[config.mk]
export PLATFORM = sky130hd
export DESIGN_NAME = colour_centroid_tracker_flat
export DESIGN_NICKNAME = d
export VERILOG_FILES = /design/src/rtl/colour_centroid_tracker_pkg.sv /design/src/rtl/colour_centroid_tracker_if.sv /design/src/rtl/colour_centroid_tracker_seq_divider.sv /design/src/rtl/colour_centroid_tracker.sv /design/src/flat_wrapper.sv
export SDC_FILE = /design/constraint.sdc
export NUM_CORES = 1
export LEC_CHECK = 0
export CORE_MARGIN = 5
export CORE_UTILIZATION = 55
export DETAILED_ROUTE_END_ITERATION = 12
export HOLD_SLACK_MARGIN = 0.05
export PLACE_DENSITY = 0.8
export SLEW_MARGIN = 20
export SYNTH_ARGS = -nofsm -noshare
export SYNTH_HDL_FRONTEND = slang
export SYNTH_SLANG_ARGS = --single-unit
[constraint.sdc]
create_clock -name clk -period 10.55 [get_ports clk]
set_input_delay 1.5825 -clock clk [delete_from_list [all_inputs] [get_ports clk]]
set_output_delay 1.5825 -clock clk [all_outputs]
set_load 0.01 [all_outputs]
[src/rtl/colour_centroid_tracker_pkg.sv]
// Shared types, FSM encodings and width helpers for the colour centroid tracker.
// Optional bbox outputs are enabled with CENTROID_BBOX_EN.
package centroid_pkg;

    typedef enum logic [1:0] {
        CH_R = 2'd0,
        CH_G = 2'd1,
        CH_B = 2'd2
    } channel_e;

    typedef logic       pix_state_e;
    typedef logic [2:0] math_state_e;

    localparam pix_state_e PX_SYNC  = 1'b0;
    localparam pix_state_e PX_ACCUM = 1'b1;

    localparam math_state_e M_IDLE    = 3'd0;
    localparam math_state_e M_DIV_MX  = 3'd1;
    localparam math_state_e M_DIV_MY  = 3'd2;
    localparam math_state_e M_SCL_X   = 3'd3;
    localparam math_state_e M_SCL_Y   = 3'd4;
    localparam math_state_e M_PUBLISH = 3'd5;

    localparam int R_LSB = 8;
    localparam int G_LSB = 4;
    localparam int B_LSB = 0;

    function automatic int sum_w(int w, int h);
        int sx;
        int sy;
        sx = w * (w - 1) / 2 * h;
        sy = h * (h - 1) / 2 * w;
        return $clog2(((sx > sy) ? sx : sy) + 1);
    endfunction

    function automatic int cnt_w(int w, int h);
        return $clog2(w * h + 1);
    endfunction

    function automatic int head_w(int fov);
        return $clog2(fov) + 1;
    endfunction

    // Margin is target minus the larger of the other two, as 5-bit signed.
    function automatic logic detect(logic [11:0] p, logic [1:0] ch,
                                    logic [3:0] thr);
        logic [3:0] r, g, b, t, a, c, m;
        r = p[R_LSB+:4];
        g = p[G_LSB+:4];
        b = p[B_LSB+:4];
        case (channel_e'(ch))
            CH_G:    begin t = g; a = r; c = b; end
            CH_B:    begin t = b; a = r; c = g; end
            default: begin t = r; a = g; c = b; end
        endcase
        m = (a > c) ? a : c;
        return ($signed({1'b0, t}) - $signed({1'b0, m}))
               >= $signed({1'b0, thr});
    endfunction

endpackage

[src/rtl/colour_centroid_tracker_if.sv]
// Pixel stream and result handshake bundle for the colour centroid tracker.
// master = pixel source / result consumer, slave = tracker.
interface colour_centroid_tracker_if
    import centroid_pkg::*;
#(
    parameter int IMAGE_WIDTH  = 320,
    parameter int IMAGE_HEIGHT = 240,
    parameter int FOV          = 25,
    parameter int VFOV         = 19
);
    localparam int AW = $clog2(IMAGE_WIDTH * IMAGE_HEIGHT);
    localparam int CW = cnt_w(IMAGE_WIDTH, IMAGE_HEIGHT);
    localparam int HW = head_w(FOV);
    localparam int VW = head_w(VFOV);

    logic                 pix_valid;
    logic [AW-1:0]        pix_addr;
    logic [11:0]          pix_data;
    logic                 res_valid;
    logic                 res_ready;
    logic signed [HW-1:0] heading;
    logic signed [VW-1:0] elevation;
    logic [CW-1:0]        pix_count;
    logic                 overrun;

    modport master (
        output pix_valid, pix_addr, pix_data, res_ready,
        input  res_valid, heading, elevation, pix_count, overrun
    );

    modport slave (
        input  pix_valid, pix_addr, pix_data, res_ready,
        output res_valid, heading, elevation, pix_count, overrun
    );
endinterface

[src/rtl/colour_centroid_tracker_seq_divider.sv]
// Restoring unsigned divider, one quotient bit per cycle.
// done pulses for one cycle with the quotient valid on quotient.
module seq_divider #(
    parameter int N = 24
) (
    input  logic         clk,
    input  logic         rst_n,
    input  logic         start,
    input  logic [N-1:0] dividend,
    input  logic [N-1:0] divisor,
    output logic         busy,
    output logic         done,
    output logic [N-1:0] quotient
);
    localparam int CW = $clog2(N + 1);

    logic [N-1:0]  rem;
    logic [N-1:0]  quo;
    logic [N-1:0]  dvs;
    logic [CW-1:0] cnt;
    logic [N:0]    trial;
    logic [N:0]    diff;
    logic          ge;

    assign trial    = {rem, quo[N-1]};
    assign diff     = trial - {1'b0, dvs};
    assign ge       = trial >= {1'b0, dvs};
    assign quotient = quo;

    always_ff @(posedge clk or negedge rst_n) begin
        if (!rst_n) begin
            rem  <= '0;
            quo  <= '0;
            dvs  <= '0;
            cnt  <= '0;
            busy <= 1'b0;
            done <= 1'b0;
        end else begin
            done <= 1'b0;
            if (start) begin
                rem  <= '0;
                quo  <= dividend;
                dvs  <= divisor;
                cnt  <= CW'(N);
                busy <= 1'b1;
            end else if (busy) begin
                rem <= ge ? diff[N-1:0] : trial[N-1:0];
                quo <= {quo[N-2:0], ge};
                cnt <= cnt - CW'(1);
                if (cnt == CW'(1)) begin
                    busy <= 1'b0;
                    done <= 1'b1;
                end
            end
        end
    end
endmodule

[src/rtl/colour_centroid_tracker.sv]
// Per-frame colour centroid tracker: heading/elevation of pixels dominant in one channel.
// Define CENTROID_BBOX_EN to add bounding-box outputs.
module colour_centroid_tracker
    import centroid_pkg::*;
#(
    parameter int IMAGE_WIDTH  = 320,
    parameter int IMAGE_HEIGHT = 240,
    parameter int ADDR_BITS    = $clog2(IMAGE_WIDTH * IMAGE_HEIGHT),
    parameter int FOV          = 25,
    parameter int VFOV         = 19,
    parameter int MIN_PIXELS   = 1
) (
    input  logic       clk,
    input  logic       rst_n,
    colour_centroid_tracker_if.slave bus,
    input  logic [1:0] cfg_channel,
    input  logic [3:0] cfg_threshold,
    output logic       sync_err
`ifdef CENTROID_BBOX_EN
    ,
    output logic [$clog2(IMAGE_WIDTH)-1:0]  bbox_xmin,
    output logic [$clog2(IMAGE_WIDTH)-1:0]  bbox_xmax,
    output logic [$clog2(IMAGE_HEIGHT)-1:0] bbox_ymin,
    output logic [$clog2(IMAGE_HEIGHT)-1:0] bbox_ymax
`endif
);
    localparam int NPIX = IMAGE_WIDTH * IMAGE_HEIGHT;
    localparam int XW   = $clog2(IMAGE_WIDTH);
    localparam int YW   = $clog2(IMAGE_HEIGHT);
    localparam int SW   = sum_w(IMAGE_WIDTH, IMAGE_HEIGHT);
    localparam int CW   = cnt_w(IMAGE_WIDTH, IMAGE_HEIGHT);
    localparam int HW   = head_w(FOV);
    localparam int VW   = head_w(VFOV);

    pix_state_e           pst;
    logic [ADDR_BITS-1:0] exp_addr;
    logic [XW-1:0]        col;
    logic [YW-1:0]        row;
    logic [1:0]           lat_ch;
    logic [3:0]           lat_thr;
    logic [SW-1:0]        sum_x, sum_y;
    logic [CW-1:0]        cnt;

    logic          accept, misseq, det, last;
    logic [1:0]    ch;
    logic [3:0]    thr;
    logic [SW-1:0] nsx, nsy;
    logic [CW-1:0] ncnt;

    // In SYNC the counters are already zero, so address 0 is the only match.
    assign accept = bus.pix_valid && (bus.pix_addr == exp_addr);
    assign misseq = bus.pix_valid && (pst == PX_ACCUM)
                    && (bus.pix_addr != exp_addr);
    assign ch     = (pst == PX_SYNC) ? cfg_channel : lat_ch;
    assign thr    = (pst == PX_SYNC) ? cfg_threshold : lat_thr;
    assign det    = accept && detect(bus.pix_data, ch, thr);
    assign last   = accept && (exp_addr == ADDR_BITS'(NPIX - 1));
    assign nsx    = sum_x + (det ? SW'(col) : '0);
    assign nsy    = sum_y + (det ? SW'(row) : '0);
    assign ncnt   = cnt + (det ? CW'(1) : '0);

`ifdef CENTROID_BBOX_EN
    logic [XW-1:0] lx0, lx1, nx0, nx1, sx0, sx1;
    logic [YW-1:0] ly0, ly1, ny0, ny1, sy0, sy1;
    assign nx0 = (det && col < lx0) ? col : lx0;
    assign nx1 = (det && col > lx1) ? col : lx1;
    assign ny0 = (det && row < ly0) ? row : ly0;
    assign ny1 = (det && row > ly1) ? row : ly1;
`endif

    always_ff @(posedge clk or negedge rst_n) begin
        if (!rst_n) begin
            pst      <= PX_SYNC;
            exp_addr <= '0;
            col      <= '0;
            row      <= '0;
            lat_ch   <= '0;
            lat_thr  <= '0;
            sum_x    <= '0;
            sum_y    <= '0;
            cnt      <= '0;
            sync_err <= 1'b0;
`ifdef CENTROID_BBOX_EN
            lx0 <= '1; lx1 <= '0; ly0 <= '1; ly1 <= '0;
`endif
        end else begin
            sync_err <= misseq;
            if (misseq || last) begin
                pst      <= PX_SYNC;
                exp_addr <= '0;
                col      <= '0;
                row      <= '0;
                sum_x    <= '0;
                sum_y    <= '0;
                cnt      <= '0;
`ifdef CENTROID_BBOX_EN
                lx0 <= '1; lx1 <= '0; ly0 <= '1; ly1 <= '0;
`endif
            end else if (accept) begin
                if (pst == PX_SYNC) begin
                    pst     <= PX_ACCUM;
                    lat_ch  <= cfg_channel;
                    lat_thr <= cfg_threshold;
                end
                exp_addr <= exp_addr + ADDR_BITS'(1);
                sum_x    <= nsx;
                sum_y    <= nsy;
                cnt      <= ncnt;
                if (col == XW'(IMAGE_WIDTH - 1)) begin
                    col <= '0;
                    row <= row + YW'(1);
                end else begin
                    col <= col + XW'(1);
                end
`ifdef CENTROID_BBOX_EN
                lx0 <= nx0; lx1 <= nx1; ly0 <= ny0; ly1 <= ny1;
`endif
            end
        end
    end

    math_state_e          mst;
    logic                 go;
    logic [SW-1:0]        s_sx, s_sy, mean_x, mean_y;
    logic [CW-1:0]        s_cnt;
    logic signed [HW-1:0] hx;
    logic signed [VW-1:0] hy;
    logic                 dv_start, dv_busy, dv_done;
    logic [SW-1:0]        dv_a, dv_b, dv_q;
    logic                 math_busy, enough, drop, hs;

    assign math_busy = go || (mst != M_IDLE) || dv_busy;
    assign enough    = s_cnt >= CW'(MIN_PIXELS);
    assign drop      = last && math_busy;
    assign hs        = bus.res_valid && bus.res_ready;

    always_comb begin
        dv_start = 1'b0;
        dv_a     = s_sx;
        dv_b     = SW'(s_cnt);
        case (mst)
            M_IDLE:   dv_start = go && enough;
            M_DIV_MX: begin
                dv_start = dv_done;
                dv_a     = s_sy;
            end
            M_DIV_MY: begin
                dv_start = dv_done;
                dv_a     = mean_x * SW'(FOV);
                dv_b     = SW'(IMAGE_WIDTH - 1);
            end
            M_SCL_X:  begin
                dv_start = dv_done;
                dv_a     = mean_y * SW'(VFOV);
                dv_b     = SW'(IMAGE_HEIGHT - 1);
            end
            default:  dv_start = 1'b0;
        endcase
    end

    seq_divider #(.N(SW)) u_div (
        .clk      (clk),
        .rst_n    (rst_n),
        .start    (dv_start),
        .dividend (dv_a),
        .divisor  (dv_b),
        .busy     (dv_busy),
        .done     (dv_done),
        .quotient (dv_q)
    );

    always_ff @(posedge clk or negedge rst_n) begin
        if (!rst_n) begin
            mst    <= M_IDLE;
            go     <= 1'b0;
            s_sx   <= '0;
            s_sy   <= '0;
            s_cnt  <= '0;
            mean_x <= '0;
            mean_y <= '0;
            hx     <= '1;
            hy     <= '1;
`ifdef CENTROID_BBOX_EN
            sx0 <= '1; sx1 <= '0; sy0 <= '1; sy1 <= '0;
`endif
        end else begin
            // A new frame is only snapshotted while the math side is idle.
            if (last && !math_busy) begin
                go    <= 1'b1;
                s_sx  <= nsx;
                s_sy  <= nsy;
                s_cnt <= ncnt;
`ifdef CENTROID_BBOX_EN
                sx0 <= nx0; sx1 <= nx1; sy0 <= ny0; sy1 <= ny1;
`endif
            end
            case (mst)
                M_IDLE: if (go) begin
                    go <= 1'b0;
                    if (enough) begin
                        mst <= M_DIV_MX;
                    end else begin
                        hx  <= '1;
                        hy  <= '1;
                        mst <= M_PUBLISH;
                    end
                end
                M_DIV_MX: if (dv_done) begin
                    mean_x <= dv_q;
                    mst    <= M_DIV_MY;
                end
                M_DIV_MY: if (dv_done) begin
                    mean_y <= dv_q;
                    mst    <= M_SCL_X;
                end
                M_SCL_X: if (dv_done) begin
                    hx  <= HW'(dv_q);
                    mst <= M_SCL_Y;
                end
                M_SCL_Y: if (dv_done) begin
                    hy  <= VW'(dv_q);
                    mst <= M_PUBLISH;
                end
                default: mst <= M_IDLE;
            endcase
        end
    end

    always_ff @(posedge clk or negedge rst_n) begin
        if (!rst_n) begin
            bus.res_valid <= 1'b0;
            bus.heading   <= '1;
            bus.elevation <= '1;
            bus.pix_count <= '0;
            bus.overrun   <= 1'b0;
`ifdef CENTROID_BBOX_EN
            bbox_xmin <= '1; bbox_xmax <= '0;
            bbox_ymin <= '1; bbox_ymax <= '0;
`endif
        end else begin
            bus.overrun <= (bus.overrun && !hs) || drop
                           || ((mst == M_PUBLISH) && bus.res_valid && !bus.res_ready);
            if (mst == M_PUBLISH) begin
                bus.res_valid <= 1'b1;
                bus.heading   <= hx;
                bus.elevation <= hy;
                bus.pix_count <= s_cnt;
`ifdef CENTROID_BBOX_EN
                bbox_xmin <= enough ? sx0 : '1;
                bbox_xmax <= enough ? sx1 : '0;
                bbox_ymin <= enough ? sy0 : '1;
                bbox_ymax <= enough ? sy1 : '0;
`endif
            end else if (hs) begin
                bus.res_valid <= 1'b0;
            end
        end
    end
endmodule

[src/flat_wrapper.sv]
// flat-port wrapper written by rule: the top's interface ports become plain ports
module colour_centroid_tracker_flat import centroid_pkg::*;
#(
    parameter int IMAGE_WIDTH  = 320,
    parameter int IMAGE_HEIGHT = 240,
    parameter int ADDR_BITS    = $clog2(IMAGE_WIDTH * IMAGE_HEIGHT),
    parameter int FOV          = 25,
    parameter int VFOV         = 19,
    parameter int MIN_PIXELS   = 1
)
  (clk, rst_n, cfg_channel, cfg_threshold, sync_err, bus_pix_valid, bus_pix_addr, bus_pix_data, bus_res_ready, bus_res_valid, bus_heading, bus_elevation, bus_pix_count, bus_overrun);
  colour_centroid_tracker_if #(.IMAGE_WIDTH(IMAGE_WIDTH), .IMAGE_HEIGHT(IMAGE_HEIGHT), .FOV(FOV), .VFOV(VFOV)) bus_i ();
  input  logic clk;
  input  logic rst_n;
  input  logic [1:0] cfg_channel;
  input  logic [3:0] cfg_threshold;
  output logic sync_err;
  input wire logic [$bits(bus_i.pix_valid)-1:0] bus_pix_valid;
  input wire logic [$bits(bus_i.pix_addr)-1:0] bus_pix_addr;
  input wire logic [$bits(bus_i.pix_data)-1:0] bus_pix_data;
  input wire logic [$bits(bus_i.res_ready)-1:0] bus_res_ready;
  output wire logic [$bits(bus_i.res_valid)-1:0] bus_res_valid;
  output wire logic [$bits(bus_i.heading)-1:0] bus_heading;
  output wire logic [$bits(bus_i.elevation)-1:0] bus_elevation;
  output wire logic [$bits(bus_i.pix_count)-1:0] bus_pix_count;
  output wire logic [$bits(bus_i.overrun)-1:0] bus_overrun;
  assign bus_i.pix_valid = bus_pix_valid;
  assign bus_i.pix_addr = bus_pix_addr;
  assign bus_i.pix_data = bus_pix_data;
  assign bus_i.res_ready = bus_res_ready;
  assign bus_res_valid = bus_i.res_valid;
  assign bus_heading = bus_i.heading;
  assign bus_elevation = bus_i.elevation;
  assign bus_pix_count = bus_i.pix_count;
  assign bus_overrun = bus_i.overrun;
  colour_centroid_tracker #(.IMAGE_WIDTH(IMAGE_WIDTH), .IMAGE_HEIGHT(IMAGE_HEIGHT), .ADDR_BITS(ADDR_BITS), .FOV(FOV), .VFOV(VFOV), .MIN_PIXELS(MIN_PIXELS)) u_core (.clk(clk), .rst_n(rst_n), .bus(bus_i), .cfg_channel(cfg_channel), .cfg_threshold(cfg_threshold), .sync_err(sync_err));
endmodule
* Yosys cells after proc, flatten, opt, wreduce, memory -nomap -nowiden
Index checks and enable logic that the tools add are counted. W data, S select, Z words.
Storage, ports and cells: flip-flop bits (word level) 346, latch bits 0, RAM bits 0, ROM bits 0, input bits 39, output and inout port bits 32, logic and storage cells 159, memories kept 0
Cells by class: add/subtract/negate cells 9, multiply operators 2, divide/modulo/power cells 0, order comparisons 4, eq/ne operators 18, shifts and indexed selects 0, muxes and demuxes 58, bitwise logic cells 1, reduce and logical (&&, ||, !) cells 37
Operators with widths (number):
- $mux W24 | 9
- $pmux W24 S3 | 1
- $mux W17 | 4
- $add A24 B24 Y24 | 2
- $mul A24 B5 Y24 const B | 2
- $mux W9 | 4
- $pmux W17 S2 | 1
- $mux W8 | 4
- $ge A25 B24 Y1 | 1
- $pmux W6 S2 | 2
- $sub A24 B24 Y24 | 1
- $mux W3 | 6
- $mux W6 | 3
- $add A17 B1 Y17 const B | 1
- $add A17 B17 Y17 | 1
- $eq A17 B17 Y1 | 1
- $eq A17 B17 Y1 const B | 1
- $ge A17 B1 Y1 const B | 1
- $ne A17 B17 Y1 | 1
- $mux W4 | 4
- $pmux W3 S5 | 1
- $mux W1 | 14
- $logic_and A1 B1 Y1 | 12
- $reduce_bool A2 Y1 | 6
- other kinds (29) | 46

* Longest topological paths before layout
word-level depth 13, mapped depth 34

* By module
A second synthesis with hierarchy kept.
Second synthesis, totals: cell total of the unflattened synthesis 2503, area total of the unflattened synthesis 23019.6 um^2
Modules (own cells, without submodules):
- colour_centroid_tracker | instances 1, cells each 1975, area an instance 18131.1 um^2, sequential area each 6711.4 um^2
- seq_divider | instances 1, cells each 528, area an instance 4888.4 um^2, sequential area each 1976.9 um^2

* Worst setup path after synthesis
No wires, ideal clock.
kind input port to flip-flop, from input cfg_channel[1], to register u_core.s_sx[12], setup time 0.125 ns, arrival time 7.485 ns, required time 10.425 ns, slack 2.941 ns, cell stages on the path 30, buffers on the path 2, path through mux2i_1 > inv_1 > ha_1 > buf_1 > mux2_2 > ha_1 > o21ai_0 > nand2b_1 > a21oi_1 > a41o_1 > mux2i_1 > ha_1 > inv_1 > fa_1 > ha_1 > a21o_1 > a21o_1 > a21oi_1 > nor3_2 > clkbuf_1 > and2_1 > fa_1 > a21o_1 > a21oi_1 > o21ai_0 > a41oi_1 > nor2_1 > nand2_1 > xnor2_1 > mux2_2
Between the ends: longest elaborated chain between the ends 11, elaborated cells on any way between the ends 14, classes of those cells add/sub: 2; order compare: 2; eq/ne: 2; mux: 6; reduce/logical: 2
Ends and longest elaborated chain:
- start, declared | line flat_wrapper.sv:15 | input logic [1:0] cfg_channel;
- $mux W2 (*) | line colour_centroid_tracker.sv:54 | assign ch = (pst == PX_SYNC) ? cfg_channel : lat_ch;
- net u_core.ch[1] | line colour_centroid_tracker.sv:45 | logic [1:0] ch;
- $eq A2 B1 Y1 or $eq A2 B2 Y1 (tied branches) | line colour_centroid_tracker_pkg.sv:51 | case (channel_e'(ch))
- $reduce_or A2 Y1 (no source line)
- $mux W4 | line colour_centroid_tracker_pkg.sv:51
- $gt A4 B4 Y1 | line colour_centroid_tracker_pkg.sv:56 | m = (a > c) ? a : c;
- $mux W4 | line colour_centroid_tracker_pkg.sv:56
- $sub A4 B4 Y5 (*) | line colour_centroid_tracker_pkg.sv:57 | return ($signed({1'b0, t}) - $signed({1'b0, m}))
- $ge A5 B5 Y1 (*) | line colour_centroid_tracker_pkg.sv:58 | >= $signed({1'b0, thr});
- $logic_and A1 B1 Y1 (*) | line colour_centroid_tracker.sv:56 | assign det = accept && detect(bus.pix_data, ch, thr);
- $mux W9 (*) | line colour_centroid_tracker.sv:58 | assign nsx = sum_x + (det ? SW'(col) : '0);
- $add A24 B24 Y24 (*) | line colour_centroid_tracker.sv:58
- end signal, assigned | line colour_centroid_tracker.sv:190 | s_sx <= nsx;
- end, declared | line colour_centroid_tracker.sv:124 | logic [SW-1:0] s_sx, s_sy, mean_x, mean_y;
The timed path passes the listed nets; every way through them passes the cells marked *. A chain may end at the register's enable or synchronous reset.

* Worst setup path after layout
from input cfg_channel[1], to register u_core.sum_x[18]
Between the ends: longest elaborated chain between the ends 13, elaborated cells on any way between the ends 16, classes of those cells add/sub: 2; order compare: 2; eq/ne: 2; mux: 8; reduce/logical: 2
Ends and longest elaborated chain:
- $mux W2 (*) | line colour_centroid_tracker.sv:54
- net u_core.ch[1] | line colour_centroid_tracker.sv:45
- $eq A2 B1 Y1 or $eq A2 B2 Y1 (tied branches) | line colour_centroid_tracker_pkg.sv:51
- $reduce_or A2 Y1 (no source line)
- $mux W4 | line colour_centroid_tracker_pkg.sv:51
- $gt A4 B4 Y1 | line colour_centroid_tracker_pkg.sv:56
- $mux W4 | line colour_centroid_tracker_pkg.sv:56
- $sub A4 B4 Y5 (*) | line colour_centroid_tracker_pkg.sv:57
- $ge A5 B5 Y1 (*) | line colour_centroid_tracker_pkg.sv:58
- $logic_and A1 B1 Y1 (*) | line colour_centroid_tracker.sv:56
- $mux W9 (*) | line colour_centroid_tracker.sv:58
- $add A24 B24 Y24 (*) | line colour_centroid_tracker.sv:58
- $mux W24 (*) | line colour_centroid_tracker.sv:99 | end else if (accept) begin
- $mux W24 (*) | line colour_centroid_tracker.sv:88 | if (misseq || last) begin
- end signal, assigned | line colour_centroid_tracker.sv:106 | sum_x <= nsx;
- end, declared | line colour_centroid_tracker.sv:41 | logic [SW-1:0] sum_x, sum_y;
The timed path passes the listed nets; every way through them passes the cells marked *. The select of a mux whose other input is x is not followed.

==> flow_summary.ini <==
[worst_setup_path]
crit_path_max_incr_delay_ns = 0.68
rrSetupSlack_ns = 2.65
path_max_fanout = 17
worst_r2r_startpoint = u_core.pst$_DFFE_PN0P_
worstPathRequired_ns = 11.01
crit_buf_inv = 3
path_class = in2reg
endpoint_kind = flip-flop
cp_top_family = simple AND/OR/NAND/NOR gates
ff2ff_path_depth = 30
start_kind = input pin
slowest_stage = nor3_2
cp_common_cell = ha_1
timing.rr.end = u_core.sum_x[18]$_DFFE_PN0P_
worstPathArrival_ns = 9.08

[clock_tree]
clk_latency_ns = 0.54
hold_buffers = 0
path_clk_slew_ns = 0.06
numCtsBuffers = 37
h-tree-depth = 2
postCtsSetupRepairBufs = 0
cts.repair.resized = 0
cts_tree = yes
clock-sinks = 339
clk_root_buffer_cell = clkbuf_16
clockBufferDepth = 3

[outcome]
status = finished clean

[cells_and_area]
areaGrowthSynthToFinish_pct = 10.97
regArea_um2 = 8514
layout_commonest_cell = dfrtp_1
insertedDiodeCount = 0
multi_input_comb_area_um2 = 12170
n_fill_cell = 3211
layout_common_cells = 314 x dfrtp_1, 246 x nand2_1, 225 x inv_1, 207 x nor2_1, 161 x o21ai_0
drive_gt1_share_pct = 8.133
nets = 2669

[power_and_ir_drop]
p_per_area_nw_per_um2 = 114.2
p_clk_share_pct = 48.7
power_frac_comb_pct = 4.5
netSwitchingFraction_pct = 22.59
internal_power_mw = 2.154
irDropWorstVdd_uv = 116.1
p_leak_nw = 11.47
power.net_switching_mw = 0.6287
seqPwrFrac_pct = 46.8

[yosys]
synthCells = 2407
ys_seq_area_share_pct = 38.78
ys_top_cells_by_area = dfrtp_1 36%, ha_1 9.0%, nand2_1 4.2%, xor2_1 3.9%, xnor2_1 3.9%
synthArstFlopShare_pct = 100.0
avgSynthCellArea_um2 = 9.120
syn-num-nets = 2645
synth_area_um2 = 21950
synth_flop_cell = dfrtp_1
yosys_warnings = 0
synth_edf_count = 0
yosys.area.top_type = dfrtp_1
synth_seq_cells = 339
synth_top_area_share_pct = 35.91
synth.distinct_cells = 85

[grt]
grt_max_degree = 129
grtUsageTotal_pct = 23.62
grt-ovfl-total = 0
grt_pass1_vias = 17610
grt_pass1_wl_um = 87690
antenna_found_initial = 0

[route]
drc_errors = 0
routedWlPerCell_um = 17.57
wl_um = 52430
drtIter0Drc = 1506
num_vias = 17460
via_per_inst = 5.850
dr.pass1.iters = 5
drt.antenna.violating_nets = 0

[min_path]
hp-class = reg2reg
min_from = u_core.hx[3]$_DFFE_PN1P_
holdPathStages = 2
hold_end = u_core.hx[3]$_DFFE_PN1P_

[sta]
min_period_ns = 8.618
hold_violations = 0
rsz0062_at_grt = no
worst_slack_ns = 1.932
worst_pin_slew_ns = 1.033
fin_skew_ns = 0.01465
setup_violations = 0
relSlewSlack_pct = 30.77
fin_setup_tns_ns = 0
max_freq_mhz = 116.0
slew_viol_final = 0
post-route-period-util_pct = 81.69

[placement]
dpl_worst_slack_ns = 1.489
place.gp.congestion = 0.9373
port-buffer-count = 70
post-dp-hpwl_um = 37160

[floorplan]
die_w_um = 209.8
dieArea_um2 = 44010
coreArea_um2 = 39640
die_h_um = 209.8
ios = 71
start_util_pct = 55.38
rows = 73

[run]
maxCapViolCount = 0
[cell type report]
cell class              instances  share of cell area [%]
clock buffers                  48                   4.258
well taps                     525                   2.696
inverters                     226                   3.482
flip-flops and latches        339                   34.95
repair buffers                 93                   3.688
clock inverters                19                  0.9861
multi-input cells            1734                   49.94
[kinds of logic after synthesis]
logic type                 share of synthesized area [%]
AOI/OAI and AO/OA                                  14.98
adders and majority gates                          12.74
xor gates and xnor gates                           7.860
DFF                                                38.78
and+or+nand+nor                                    15.06
buffers and inverters                              5.979
muxes                                              4.594
[worst max path at each step]
stage / start / endpoint / slack [ns] / depth (start not counted)
2_1_floorplan: cfg_channel[1] / u_core.s_sx[12]$_DFFE_PN0P_ / 2.94 / 30
3_3_place_gp: cfg_channel[1] / u_core.sum_x[18]$_DFFE_PN0P_ / 1.78 / 31
3_5_place_dp: cfg_channel[1] / u_core.sum_x[18]$_DFFE_PN0P_ / 1.49 / 31
4_1_cts: cfg_channel[1] / u_core.sum_x[18]$_DFFE_PN0P_ / 2.03 / 31
5_1_grt: cfg_channel[1] / u_core.sum_x[18]$_DFFE_PN0P_ / 1.50 / 31
6_report: cfg_channel[1] / u_core.sum_x[18]$_DFFE_PN0P_ / 1.93 / 31
[Yosys cell counts, types with 15 or more instances]
library cell,count
a211oi_1,25
a21o_1,23
a21oi_1,154
a31oi_1,25
and2_1,22
and3_1,21
buf_2,17
clkbuf_1,75
dfrtp_1,315
dfstp_2,24
fa_1,41
ha_1,158
inv_1,225
mux2_2,59
mux2i_1,31
nand2_1,246
nand2b_1,16
nand3_1,47
nand4_1,20
nor2_1,209
nor2b_1,20
nor3_1,38
o21ai_0,161
o31ai_1,15
or3_1,17
xnor2_1,98
xor2_1,99
[per-layer routing]
layer / up-vias / part of all wire (%) / routed length, µm / GRT usage, %
li1: 8304 / - / - / -
met1: 8550 / 43 / 22510 / 31.68
met2: 518 / 49 / 25680 / 40.12
met3: 84 / 5.4 / 2843 / 2.960
met4: 0 / 2.7 / 1398 / 7.628
met5: - / 0 / 0 / 0
[per-stage QoR]
stage                     util, %  instances  power (mW)  hold slack, ns  cell area [µm²]
after detailed placement    58.16       2916       1.449          0.4745            23050
after CTS                   61.38       2983       2.810          0.4846            24330
after floorplan                 -       2407       1.390          0.4453            21950
after global placement      58.16       2916       1.443          0.4648            23050
after global routing        61.45       2984       2.876          0.5284            24360
final                       61.45       2984       2.783          0.4853            24360
[power groups by stage]
| stage | clock network [mW] | logic, mW | registers, mW |
|---|---|---|---|
| final | 1.36 | 0.124 | 1.30 |
| after global routing | 1.43 | 0.141 | 1.30 |
| after CTS | 1.38 | 0.125 | 1.30 |
| after detailed placement | 0 | 0.123 | 1.33 |
| after global placement | 0 | 0.117 | 1.33 |
| after floorplan | 0 | 0.0636 | 1.33 |
[worst reg2reg max path: cells and delay by family, from the launching register on]
kind	cells	cell delay, ns
fa+ha+maj	7	2.10
buf+inv	2	0.14
compound gates	10	1.71
mux	3	0.97
simple gates	7	2.11
xor+xnor	1	0.19
flops	1	0.60
[state kept, by name, summed over array words and instances (netlist names), 2 cells and up]
name,cells
u_core.u_div.quotient,24
u_core.lat_thr,4
u_core.bus.pix_count,17
u_core.hx,6
u_core.sum_y,24
u_core.bus.heading,6
u_core.mst,3
u_core.u_div.rem,24
u_core.s_sy,24
u_core.hy,6
u_core.u_div.dvs,17
u_core.s_cnt,17
u_core.cnt,17
u_core.exp_addr,17
u_core.col,9
u_core.lat_ch,2
u_core.row,8
u_core.sum_x,24
u_core.mean_y,24
u_core.bus.elevation,6
u_core.mean_x,24
u_core.u_div.cnt,5
u_core.s_sx,24
(Power assumes the default switching activity.)
